==> config.mk <==
export PLATFORM = sky130hd
export DESIGN_NAME = t_ff_count_ctrl
export DESIGN_NICKNAME = d
export VERILOG_FILES = /design/src/rtl/t_ff_count_ctrl.sv
export SDC_FILE = /design/constraint.sdc
export NUM_CORES = 1
export LEC_CHECK = 0
export ABC_AREA = 1
export BUFFER_PORTS_ARGS = -buffer_cell sky130_fd_sc_hd__clkbuf_2
export CORE_MARGIN = 4
export CORE_UTILIZATION = 37
export CTS_CLUSTER_DIAMETER = 100
export CTS_CLUSTER_SIZE = 14
export DETAILED_ROUTE_END_ITERATION = 8
export PLACE_DENSITY = 0.62
export SLEW_MARGIN = 20
export SYNTH_ARGS = -nofsm -noshare
export SYNTH_HDL_FRONTEND = slang
export SYNTH_SLANG_ARGS = --single-unit
==> constraint.sdc <==
create_clock -name clk -period 1.9 [get_ports clk]
set_input_delay 0.285 -clock clk [delete_from_list [all_inputs] [get_ports clk]]
set_output_delay 0.285 -clock clk [all_outputs]
set_load 0.03 [all_outputs]
==> src/rtl/t_ff_count_ctrl.sv <==
`default_nettype none
// ============================================================================
//  Module   : t_ff_count_ctrl
//  Purpose  : Sequencer for a bank of WIDTH toggle flip-flops wired as a
//             synchronous up-counter. Counts the bank from zero up to a
//             latched target, supports pause/resume/clear, and raises a
//             one-cycle done pulse when the target is reached.
//  Revision : 1.0 - initial release
// ----------------------------------------------------------------------------
//  Ports
//    clk     in   1      rising-edge clock
//    reset   in   1      asynchronous, active-low reset
//    start   in   1      begin a count (IDLE) or resume (PAUSE)
//    stop    in   1      pause the count (RUN)
//    clear   in   1      abort, zero the bank, return to IDLE
//    target  in   WIDTH  terminal count, sampled on an accepted start in IDLE
//    q       out  WIDTH  T-FF bank state (registered)
//    t_out   out  WIDTH  toggle vector applied at the next edge (combinational)
//    busy    out  1      high in RUN and PAUSE (registered)
//    done    out  1      one-cycle completion pulse (registered)
// ============================================================================
module t_ff_count_ctrl #(
  parameter int WIDTH = 4
) (
  input  logic             clk,
  input  logic             reset,
  input  logic             start,
  input  logic             stop,
  input  logic             clear,
  input  logic [WIDTH-1:0] target,
  output logic [WIDTH-1:0] q,
  output logic [WIDTH-1:0] t_out,
  output logic             busy,
  output logic             done
);

  typedef enum logic [1:0] {
    ST_IDLE  = 2'd0,
    ST_RUN   = 2'd1,
    ST_PAUSE = 2'd2,
    ST_DONE  = 2'd3
  } state_t;

  state_t           state;
  logic [WIDTH-1:0] tgt_r;

  // Ripple-carry of the bank: carry[i] is high when every lower bit is 1,
  // which is exactly the toggle condition for bit i in a +1 increment.
  logic [WIDTH-1:0] carry;
  logic [WIDTH-1:0] q_inc;
  logic             counting;
  logic             zero_bank;
  logic             hit_target;

  assign carry[0] = 1'b1;

  genvar gi;
  generate
    for (gi = 1; gi < WIDTH; gi++) begin : g_carry
      assign carry[gi] = carry[gi-1] & q[gi-1];
    end
  endgenerate

  // Toggling happens only in RUN with no stop/clear pending. Gating with
  // reset keeps t_out quiet while the block is held in reset.
  assign counting  = reset && (state == ST_RUN) && !clear && !stop;
  assign t_out     = counting ? carry : '0;

  // The only non-toggle writes to the bank: clear in any state, and the
  // start-load in IDLE. Both force zero.
  assign zero_bank = clear || ((state == ST_IDLE) && start);

  // q ^ carry is q+1 in WIDTH bits; it is only compared while in RUN, where
  // q is always strictly below tgt_r, so the wrap case never matters.
  assign q_inc      = q ^ carry;
  assign hit_target = (q_inc == tgt_r);

  // --------------------------------------------------------------------------
  // T flip-flop bank: one flop per bit, each toggling on its t_out bit.
  // --------------------------------------------------------------------------
  generate
    for (gi = 0; gi < WIDTH; gi++) begin : g_tff
      logic bit_q;

      always_ff @(posedge clk or negedge reset) begin
        if (!reset) begin
          bit_q <= 1'b0;
        end else if (zero_bank) begin
          bit_q <= 1'b0;
        end else if (t_out[gi]) begin
          bit_q <= ~bit_q;
        end
      end

      assign q[gi] = bit_q;
    end
  endgenerate

  // --------------------------------------------------------------------------
  // Control FSM. busy and done are registered alongside the state so they
  // change on the same edge as the state they describe.
  // --------------------------------------------------------------------------
  always_ff @(posedge clk or negedge reset) begin
    if (!reset) begin
      state <= ST_IDLE;
      tgt_r <= '0;
      busy  <= 1'b0;
      done  <= 1'b0;
    end else begin
      done <= 1'b0;
      if (clear) begin
        state <= ST_IDLE;
        busy  <= 1'b0;
      end else begin
        case (state)
          ST_IDLE: begin
            if (start) begin
              tgt_r <= target;
              if (target == '0) begin
                // Nothing to count: report completion straight away.
                state <= ST_DONE;
                done  <= 1'b1;
                busy  <= 1'b0;
              end else begin
                state <= ST_RUN;
                busy  <= 1'b1;
              end
            end
          end

          ST_RUN: begin
            if (stop) begin
              state <= ST_PAUSE;
            end else if (hit_target) begin
              // Leave RUN on the same edge the bank lands on tgt_r.
              state <= ST_DONE;
              done  <= 1'b1;
              busy  <= 1'b0;
            end
          end

          ST_PAUSE: begin
            if (start && !stop) begin
              state <= ST_RUN;
            end
          end

          ST_DONE: begin
            state <= ST_IDLE;
            busy  <= 1'b0;
          end

          default: begin
            state <= ST_IDLE;
            busy  <= 1'b0;
          end
        endcase
      end
    end
  end

endmodule
`default_nettype wire

==> results of run 1 <==
-- critical path, delay by kind of cell --
| family | cells | cell delay (ns) |
|---|---|---|
| buffers and inverters | 4 | 0.93 |
| AND/OR/NAND/NOR | 3 | 0.32 |
-- worst min-delay path by stage --
stage | start | cells after the start | endpoint
2_1_floorplan | reset | 0 | busy
3_5_place_dp | reset | 2 | g_tff[2].bit_q
4_1_cts | target[3] | 3 | tgt_r[3]
6_report | target[3] | 3 | tgt_r[3]
3_3_place_gp | reset | 2 | g_tff[2].bit_q
5_1_grt | clear | 2 | g_tff[0].bit_q
-- final cells by class --
type	instances	area (um2)
Fill cell	217	1052
Multi-Input combinational cell	69	356.6
Sequential cell	12	300.3
Timing Repair Buffer	20	107.6
Inverter	20	75.07
Clock buffer	4	36.28
Tap cell	27	33.78
-- power groups by stage --
stage	Sequential, uW	Clock [uW]	Combinational, uW
final	395	208	355
after detailed placement	399	0	354
after CTS	394	211	358
after floorplan	408	0	264
after global placement	397	0	354
after global routing	403	226	407
-- registers in the layout (all words and copies together), names as in the netlist --
| register | flops |
|---|---|
| tgt_r | 4 |
| done | 1 |
| state | 2 |
| busy | 1 |
| g_tff.bit_q | 4 |
-- metrics by stage --
step,cell area [um2],utilization
after floorplan,769.5,-
after global placement,863.3,0.4401
after detailed placement,863.3,0.4401
after CTS,909.6,0.4636
after global routing,909.6,0.4636
final,909.6,0.4636
-- placed cells by master, fill, tap and decap left out --
| cell | n |
|---|---|
| nor2_2 | 1 |
| xnor2_1 | 1 |
| inv_2 | 3 |
| clkbuf_4 | 3 |
| nand2_2 | 1 |
| o21ai_1 | 6 |
| clkbuf_8 | 1 |
| ha_1 | 2 |
| nor3_1 | 1 |
| buf_4 | 1 |
| nand3_4 | 1 |
| nand2_1 | 28 |
| nor2_1 | 9 |
| nor2_4 | 1 |
| inv_1 | 17 |
| dfrtp_1 | 12 |
| nor4_1 | 1 |
| nand4_1 | 4 |
| a21oi_1 | 3 |
| nand2_4 | 1 |
| o21ai_0 | 3 |
| dlygate4sd3_1 | 1 |
| clkbuf_2 | 16 |
| nand3_1 | 5 |
| buf_2 | 2 |
| nor3_2 | 1 |
-- synthesized netlist by cell type --
library cell | instances | area [um2]
nand2_1 | 28 | 105.1
inv_1 | 17 | 63.81
dfrtp_1 | 12 | 300.3
nor2_1 | 9 | 33.78
o21ai_1 | 6 | 30.03
buf_4 | 5 | 37.54
nand3_1 | 5 | 25.02
nand4_1 | 4 | 25.02
a21oi_1 | 3 | 15.01
inv_2 | 3 | 11.26
o21ai_0 | 3 | 15.01
ha_1 | 2 | 25.02
nand2_2 | 1 | 6.260
nand2_4 | 1 | 11.26
nand3_4 | 1 | 17.52
nor2_2 | 1 | 6.260
nor2_4 | 1 | 11.26
nor3_1 | 1 | 5.000
nor3_2 | 1 | 10.01
nor4_1 | 1 | 6.260
xnor2_1 | 1 | 8.760
-- routing by layer --
metal,vias to the layer above,track usage
met5,-,0
li1,367,-
met4,0,0.08936
met2,15,0.1918
met3,5,0.03324
met1,294,0.1487
-- timing repair --
item | CTS | global route
endpoints found under the hold margin | 12 | 0
hold buffers | 1 | 0
gates resized for setup | 0 | 2
setup endpoints to repair | 0 | 2
setup buffers | 0 | 0
-- cells by family after synthesis --
logic type,synth area share
compound gates,0.07804
xor+xnor,0.01138
fa+ha+maj,0.03252
buf+inv,0.1463
flops,0.3902
simple gates,0.3415
==> summary.md, run 1 <==
| Metric | Value |
|---|---|
| Outcome | `completed` |
| Comb power frac | `0.371` |
| Unrepaired setup endpoints after global routing | `false` |
| CTS tree | `built` |
| Area delta synth->final | `18.21%` |
| Worst vdd ir | `0.4255 mV` |
| Crit Path Max Fanout | `5` |
| Max-slew headroom | `0.8401` |
| Syn Std Cell Area | `769.5 um2` |
| Vias in the first global route | `587` |
| Die W | `53.61 um` |
| CP startpoint | `reset` |
| Crit-path slowest cell | `dlygate4sd3_1` |
| Startpoint Class | `input port` |
| Total power | `958.0 uW` |
| I/O pin cnt | `19` |
| Die Y | `53.61 um` |
| Routed Antenna Nets | `0` |
| Die ar. | `between 2000 and 3000 um2` |
| Input/output buffers | `18` |
| DRT iter0 DRCs | `14` |
| Hold Path Class | `in -> reg` |
| N_diodes | `0` |
| Root Buffer | `clkbuf_4` |
| Syn avg cell area | `7.259 um2` |
| Final setup vio count | `0` |
| Sequential share of power | `0.413` |
| Met1 wire length | `approximately 700 um` |
| End of the worst register-to-register path | `state[0]` |
| Final Critical Period | `about 1.8 ns` |
| Clk sinks | `12` |
| Residual DRC | `0` |
| Period utilization | `0.9515` |
| Initial antenna violation count | `0` |
| Worst hold slack | `0.2375 ns` |
| Total GRT Usage | `0.1245` |
| Max-slew violation count | `0` |
| Synth warnings | `0` |
| Lkg Pwr | `0.0005075 uW` |
| Largest net degree at the start of global routing | `13` |
| Final-report hold violation count | `0` |
| Met2 WL | `671 um` |
| Syn Nets | `roughly 120` |
| Critical Path Max Stage Delay | `0.53 ns` |
| Sw frac | `0.3997` |
| Depth of the CTS H-tree | `1` |
| Post-DR wirelength/cell | `9.855 um` |
| Non-filler cells, final | `about 150` |
| Worst Tran Pin Value | `between 0.2 and 0.25 ns` |
| Synth Register Bits | `12` |
| Nature of the critical path endpoint | `primary output` |
| CP Class | `in -> out` |
| Placed cell count | `147` |
| Post-DR vias/cell | `roughly 4.5` |
| Clk slew on worst S/H paths | `approximately 0.08 ns` |
| Fmax | `553.1 MHz` |
| WP data arrival | `1.52 ns` |
| Met3 wire len | `85 um` |
| Layout net count | `137` |
| Placeable Area | `1962 um2` |
| Clock power frac | `0.217` |
| Setup ws final | `0.09215 ns` |
| Worst Path Required | `1.62 ns` |
| Clock Skew | `0.001558 ns` |
| Row Count | `16` |
| Sw power | `382.9 uW` |
| Drt total wl | `1498 um` |
| Drt first pass iters | `4` |
| PwrDens | `1053 nW/um2` |
| Register-to-register setup slack | `approximately 0.29 ns` |
| Vias | `681` |
| Total CTS buffers | `3` |
| Pint | `575.1 uW` |
| Placer Congestion | `0.8019` |
| R2r startpoint | `g_tff[0].bit_q` |
| Initial Util | `0.3922` |
| Critical path capture point | `t_out[1]` |
| Max Root-Sink Buffers | `2` |
| Seq/Total Area, Yosys | `0.3902` |
| Fin Setup TNS | `0 ns` |
| Clk_lat worst skew | `0.28 ns` |
| Global-route wire length before repair | `2470 um` |
| Max Cap Viol | `0` |
| Total grt overflow | `0` |
| Path depth of the worst reg2reg path | `7` |
| Post-Place Worst Slack | `0.2938 ns` |
| Critical-path cell list | `dlygate4sd3_1 -> clkbuf_2 -> nand2_4 -> nor2_4 -> nand2_1 -> inv_2 -> buf_2` |
| Highest metal used | `met4` |
| Post-DP HPWL | `1234 um` |
| Layout cells sized above 1 | `0.2560` |
| Number of distinct library cells after synthesis | `21` |
| Syn Inst Count | `106` |
Power figures use the tool's default switching activity.
==> inputs of run 2 (changes only) <==
PLACE_DENSITY = 0.64   (was 0.62)
clock period = 1.6 ns   (was 1.9 ns; I/O delays follow)
==> summary.md, run 2 (synthesis gave the netlist of run 1 again) <==
| Metric | Value |
|---|---|
| Outcome | `completed` |
| Worst vdd ir | `0.4662 mV (+9.6%)` |
| Sw power | `473.9 uW (+24%)` |
| Path depth of the worst reg2reg path | `11 (+4)` |
| PwrDens | `1174 nW/um2 (+11%)` |
| Max Cap Viol | `0 (unchanged)` |
| WP data arrival | `1.33 ns (-0.19 ns)` |
| Comb power frac | `0.392 (+0.021)` |
| Critical Path Max Stage Delay | `0.41 ns (-0.12 ns)` |
| DRT iter0 DRCs | `13 (-1)` |
| Drt first pass iters | `4 (unchanged)` |
| Crit Path Max Fanout | `5 (unchanged)` |
| CTS tree | `built` |
| Period utilization | `0.9797` |
| Placeable Area | `1962 um2 (unchanged)` |
| Max-slew violation count | `0 (unchanged)` |
| Clk sinks | `12 (unchanged)` |
| Largest net degree at the start of global routing | `13 (unchanged)` |
| GR Util met3 | `0.02493 (-0.008310)` |
| Worst hold slack | `0.1916 ns (-0.04592 ns)` |
| Unrepaired setup endpoints after global routing | `true` |
| Core Util, Final | `0.5102 (+0.04656)` |
| Post-DR wirelength/cell | `10.52 um (+6.7%)` |
| Sw frac | `0.4034 (+0.003662)` |
| Startpoint Class | `flip-flop` |
| Max Root-Sink Buffers | `2 (unchanged)` |
| Hold Path Class | `in -> reg` |
| Nature of the critical path endpoint | `primary output` |
| Initial antenna violation count | `0 (unchanged)` |
| Lkg Pwr | `0.0005261 uW (+3.7%)` |
| Die W | `53.61 um (unchanged)` |
| I/O pin cnt | `19 (unchanged)` |
| Met1 Track Usage GR | `0.1378 (-0.01096)` |
| Min-Delay Endpoint | `tgt_r[2]` |
| Worst Tran Pin Value | `0.2462 ns (+0.006935 ns)` |
| Total grt overflow | `0 (unchanged)` |
| Root Buffer | `clkbuf_4` |
| Post-DP HPWL | `1245 um (+0.91%)` |
| Input/output buffers | `18 (unchanged)` |
| Final Critical Period | `1.568 ns` |
| Commonest non-fill, non-tap cells in the layout | `nand2_1 (23), inv_1 (14), clkbuf_2 (14)` |
| Final setup vio count | `0 (unchanged)` |
| Clock Skew | `0.004489 ns (+0.002931 ns)` |
| Total GRT Usage | `0.1225 (-0.001959)` |
| Worst Path Required | `1.36 ns (-0.26 ns)` |
| Residual DRC | `0 (unchanged)` |
| Placer Congestion | `0.8043 (+0.30%)` |
| Top Usage Layer GRT | `met2` |
| Commonest non-fill, non-tap cell in the layout | `nand2_1` |
| Final-report hold violation count | `0 (unchanged)` |
| Worst hold path cell count | `3 (unchanged)` |
| Fmax | `637.9 MHz` |
| Crit-path slowest cell | `dfrtp_1` |
| N_diodes | `0 (unchanged)` |
| Clk_lat worst skew | `0.28 ns (about the same)` |
| Area delta synth->final | `30.08%` |
| End of the worst register-to-register path | `state[1]` |
| Pint | `700.9 uW (+22%)` |
| Layout net count | `140 (+2.2%)` |
| Sequential share of power | `0.396 (-0.017)` |
| Total CTS buffers | `3 (unchanged)` |
| Clock power frac | `0.212 (-0.005)` |
| Post-DR vias/cell | `4.600 (+2.7%)` |
| Vias in the first global route | `623 (+6.1%)` |
| Register-to-register setup slack | `0.13 ns (-0.16 ns)` |
| Layout cells sized above 1 | `0.3672 (+0.1112)` |
| CP Class | `reg -> out` |
| Hold Startpoint | `target[2]` |
| Clk slew on worst S/H paths | `0.08 ns (about the same)` |
| Cell mode on critical path | `inv_2` |
| Depth of the CTS H-tree | `1 (unchanged)` |
| Drt total wl | `1630 um (+8.8%)` |
| Global-route wire length before repair | `2518 um (+1.9%)` |
| Critical-path cell list | `inv_2 -> nand3_4 -> nor2_4 -> nand2_2 -> inv_2 -> buf_6` |
| Top Registers | `g_tff.bit_q: 4 flops, tgt_r: 4 flops, state: 2 flops` |
| Row Count | `16 (unchanged)` |
| Max-slew headroom | `0.8353 (-0.004843)` |
| Initial Util | `0.3922 (unchanged)` |
| Die Y | `53.61 um (unchanged)` |
| Vias | `713 (+4.7%)` |
| Die ar. | `2874 um2 (unchanged)` |
| R2r startpoint | `g_tff[0].bit_q` |
| CP startpoint | `state[1]` |
| Routed Antenna Nets | `0 (unchanged)` |
| Grt met2 use | `0.2163 (+0.02449)` |
[run 2: stage by stage]
step	TNS, ns	instance area (um2)	cells	setup slack (ns)	power [uW]
CTS	-0.003532	938.4	154	-0.003532	1148
global placement	0	878.3	149	0.07595	891.5
detailed placement	0	878.3	149	0.06209	899.4
finish	0	1001	155	0.03244	1175
floorplan	0	769.5	106	0.09131	798.1
global route	-0.1445	1001	155	-0.05940	1263
[run 2: worst max-delay path by stage]
| stage | endpoint | slack [ns] | cells past startpoint |
|---|---|---|---|
| CTS | t_out[3] | -0.004 | 5 |
| detailed placement | busy | 0.06 | 8 |
| floorplan | busy | 0.09 | 8 |
| global route | t_out[1] | -0.06 | 6 |
| global placement | busy | 0.08 | 8 |
| finish | t_out[1] | 0.03 | 6 |
[run 2: metal layers]
layer  wire (um)  vias up  share of wire
met5           0        -              0
met2         817       15           0.50
li1            -      373              -
met4          38        0          0.023
met1         725      320           0.44
met3          49        5          0.030
[run 2: critical path: cells and delay by family, from the launching register on]
kind,cells,cell delay (ns)
and+or+nand+nor,3,0.35
DFF,1,0.41
buffers and inverters,3,0.28
[run 2: power groups by stage]
stage | clock (uW) | combinational [uW] | sequential (uW)
5_1_grt | 264 | 519 | 479
2_1_floorplan | 0 | 313 | 485
4_1_cts | 251 | 435 | 462
3_5_place_dp | 0 | 432 | 468
3_3_place_gp | 0 | 423 | 468
6_report | 249 | 460 | 466
[run 2: area by class of cell]
| type | instances | area, um2 |
|---|---|---|
| Clock buffer | 4 | 36.28 |
| Fill cell | 219 | 960.9 |
| Inverter | 20 | 75.07 |
| Multi-Input combinational cell | 69 | 396.6 |
| Sequential cell | 12 | 300.3 |
| Tap cell | 27 | 33.78 |
| Timing Repair Buffer | 23 | 158.9 |
[run 2: repair_timing]
| item | CTS | global route |
|---|---|---|
| resized for setup | 4 | 23 |
| endpoints found under the hold margin | 12 | 0 |
| cloned | 0 | 0 |
| setup buffers | 0 | 1 |
| endpoints found under the setup margin | 2 | 6 |
| hold buffers | 1 | 0 |
| pin swaps | 1 | 7 |
==> inputs of run 3 (changes only) <==
PLACE_DENSITY = 0.62   (was 0.64)
clock period = 1.59 ns   (was 1.6 ns; I/O delays follow)
==> summary.md, run 3 (synthesis gave the netlist of run 1 again) <==
| Metric | Value |
|---|---|
| Outcome | `completed` |
| Filler cells | `214 (-2.3%)` |
| Placer Congestion | `0.8069 (+0.32%)` |
| Critical Path Max Stage Delay | `0.39 ns (-0.02 ns)` |
| Layout net count | `144 (+2.9%)` |
| Clk slew on worst S/H paths | `0.07 ns (about the same)` |
| Drt first pass iters | `4 (unchanged)` |
| Top Registers | `g_tff.bit_q: 4 flops, tgt_r: 4 flops, state: 2 flops` |
| Fmax | `651.6 MHz` |
| DRT iter0 DRCs | `10 (-3)` |
| Die Y | `53.61 um (unchanged)` |
| Period utilization | `0.9652` |
| Post-DR vias/cell | `4.478 (-2.7%)` |
| Initial Util | `0.3922 (unchanged)` |
| Total GRT Usage | `0.1329 (+0.01041)` |
| Drt total wl | `1622 um (-0.49%)` |
| Input/output buffers | `18 (unchanged)` |
| Max-slew headroom | `0.8340 (-0.001298)` |
| Final Critical Period | `between 1.5 and 2 ns` |
| Vias | `712 (-0.14%)` |
| Routed Antenna Nets | `0 (unchanged)` |
| Critical-path cell list | `inv_2 -> nand3_4 -> nor2_4 -> nand2_2 -> inv_2 -> clkbuf_8` |
| Vias in the first global route | `628 (+0.80%)` |
| End of the worst register-to-register path | `busy` |
| Clk sinks | `12 (unchanged)` |
| Min-Delay Endpoint | `tgt_r[3]` |
| Path depth of the worst reg2reg path | `12 (+1)` |
| Clk_lat worst skew | `0.28 ns (about the same)` |
| Row Count | `16 (unchanged)` |
| I/O pin cnt | `19 (unchanged)` |
| Initial antenna violation count | `0 (unchanged)` |
| Total power | `1216 uW (+3.5%)` |
| Post-DP HPWL | `1231 um (-1.1%)` |
| R2r startpoint | `g_tff[1].bit_q` |
| Area delta synth->final | `36.26%` |
| CP Class | `reg -> out` |
| PwrDens | `1160 nW/um2 (-1.2%)` |
| Hold Startpoint | `target[3]` |
| Worst vdd ir | `0.6506 mV (+40%)` |
| Total grt overflow | `0 (unchanged)` |
| Max-slew violation count | `0 (unchanged)` |
| Die ar. | `2874 um2 (unchanged)` |
| Worst Path Required | `1.35 ns (about the same)` |
| Max Root-Sink Buffers | `2 (unchanged)` |
| Startpoint Class | `flip-flop` |
| Worst Tran Pin Value | `0.2484 ns (+0.002255 ns)` |
| Placeable Area | `1962 um2 (unchanged)` |
| Depth of the CTS H-tree | `1 (unchanged)` |
| Total CTS buffers | `3 (unchanged)` |
| Global-route wire length before repair | `2656 um (+5.5%)` |
| Commonest non-fill, non-tap cell in the layout | `nand2_1` |
| Max Cap Viol | `0 (unchanged)` |
| Commonest non-fill, non-tap cells in the layout | `nand2_1 (21), inv_1 (14), clkbuf_2 (14)` |
| Hold Path Class | `in -> reg` |
| Cell mode on critical path | `inv_2` |
| Post-DR wirelength/cell | `10.20 um (-3.0%)` |
| Lkg Pwr | `0.0005459 uW (+3.8%)` |
| CP delay by family, top | `flip-flops` |
| Worst hold path cell count | `3 (unchanged)` |
| WP data arrival | `1.30 ns (-0.03 ns)` |
| Worst hold slack | `0.1956 ns (+0.003991 ns)` |
| Die W | `53.61 um (unchanged)` |
| N_diodes | `0 (unchanged)` |
| Clock Skew | `0.003681 ns (-0.0008084 ns)` |
| Buf/Inv on CP | `3 (unchanged)` |
| Root Buffer | `clkbuf_4` |
| Final-report hold violation count | `0 (unchanged)` |
| Nature of the critical path endpoint | `primary output` |
| Largest net degree at the start of global routing | `13 (unchanged)` |
| CTS tree | `built` |
| Crit-path slowest cell | `dfrtp_1` |
| Residual DRC | `0 (unchanged)` |
| Register-to-register setup slack | `0.15 ns (+0.02 ns)` |
| Crit Path Max Fanout | `5 (unchanged)` |
| Layout cells sized above 1 | `0.4015 (+0.03433)` |
| Final setup vio count | `0 (unchanged)` |
-- run 3: cell types whose count changed in the layout (fill, tap and decap cells not counted), sizes merged --
cell,previous run,this run
clkbuf,18,19
buf,8,11
-- run 3: area by class of cell --
class	instances	area, um2	area share
Clock buffer	4	36.28	0.03461
Inverter	20	75.07	0.07160
Multi-Input combinational cell	69	411.6	0.3926
Sequential cell	12	300.3	0.2864
Tap cell	27	33.78	0.03222
Timing Repair Buffer	27	191.4	0.1826
-- run 3: report_power, final --
| part | internal [uW] | leakage, uW | switching (uW) |
|---|---|---|---|
| Clock | 139 | 0.0000210 | 108 |
| Combinational | 197 | 0.000367 | 297 |
| Sequential | 393 | 0.000158 | 81.1 |
| Total | 730 | 0.000546 | 486 |
-- run 3: worst max-delay path by stage --
stage,startpoint,end,slack (ns),cells past startpoint
after global routing,state[1],t_out[1],-0.02,6
after floorplan,g_tff[0].bit_q,busy,0.08,8
after CTS,state[1],t_out[2],-0.0008,6
after detailed placement,g_tff[0].bit_q,state[1],0.02,7
after global placement,g_tff[0].bit_q,busy,0.07,8
final,state[1],t_out[1],0.06,6
-- run 3: what timing repair did --
| action | in CTS | in global routing |
|---|---|---|
| cloned | 0 | 0 |
| hold buffers | 1 | 0 |
| gates resized for setup | 10 | 15 |
| endpoints found under the hold margin | 12 | 0 |
| pin swaps | 2 | 9 |
| setup endpoints to repair | 4 | 8 |
| setup buffers | 2 | 3 |
-- run 3: metal layers --
metal	track usage	wire [um]
met5	0	0
met4	0.06383	33
met3	0.04432	98
met2	0.2224	782
met1	0.1515	708
-- run 3: worst min-delay path, delay by kind of cell --
kind | cells | cell delay, ns
AO/OA/AOI/OAI | 1 | 0.06
buffers and inverters | 2 | 0.13
-- run 3: stage by stage --
| stage | instances | area [um2] | setup TNS, ns | setup WS, ns | util |
|---|---|---|---|---|---|
| after floorplan | 106 | 769.5 | 0 | 0.08131 | - |
| after global placement | 149 | 878.3 | 0 | 0.07424 | 0.4477 |
| after detailed placement | 149 | 878.3 | 0 | 0.01969 | 0.4477 |
| after CTS | 156 | 975.9 | -0.0008281 | -0.0008281 | 0.4974 |
| after global routing | 159 | 1049 | -0.01967 | -0.01931 | 0.5344 |
| final | 159 | 1049 | 0 | 0.05532 | 0.5344 |
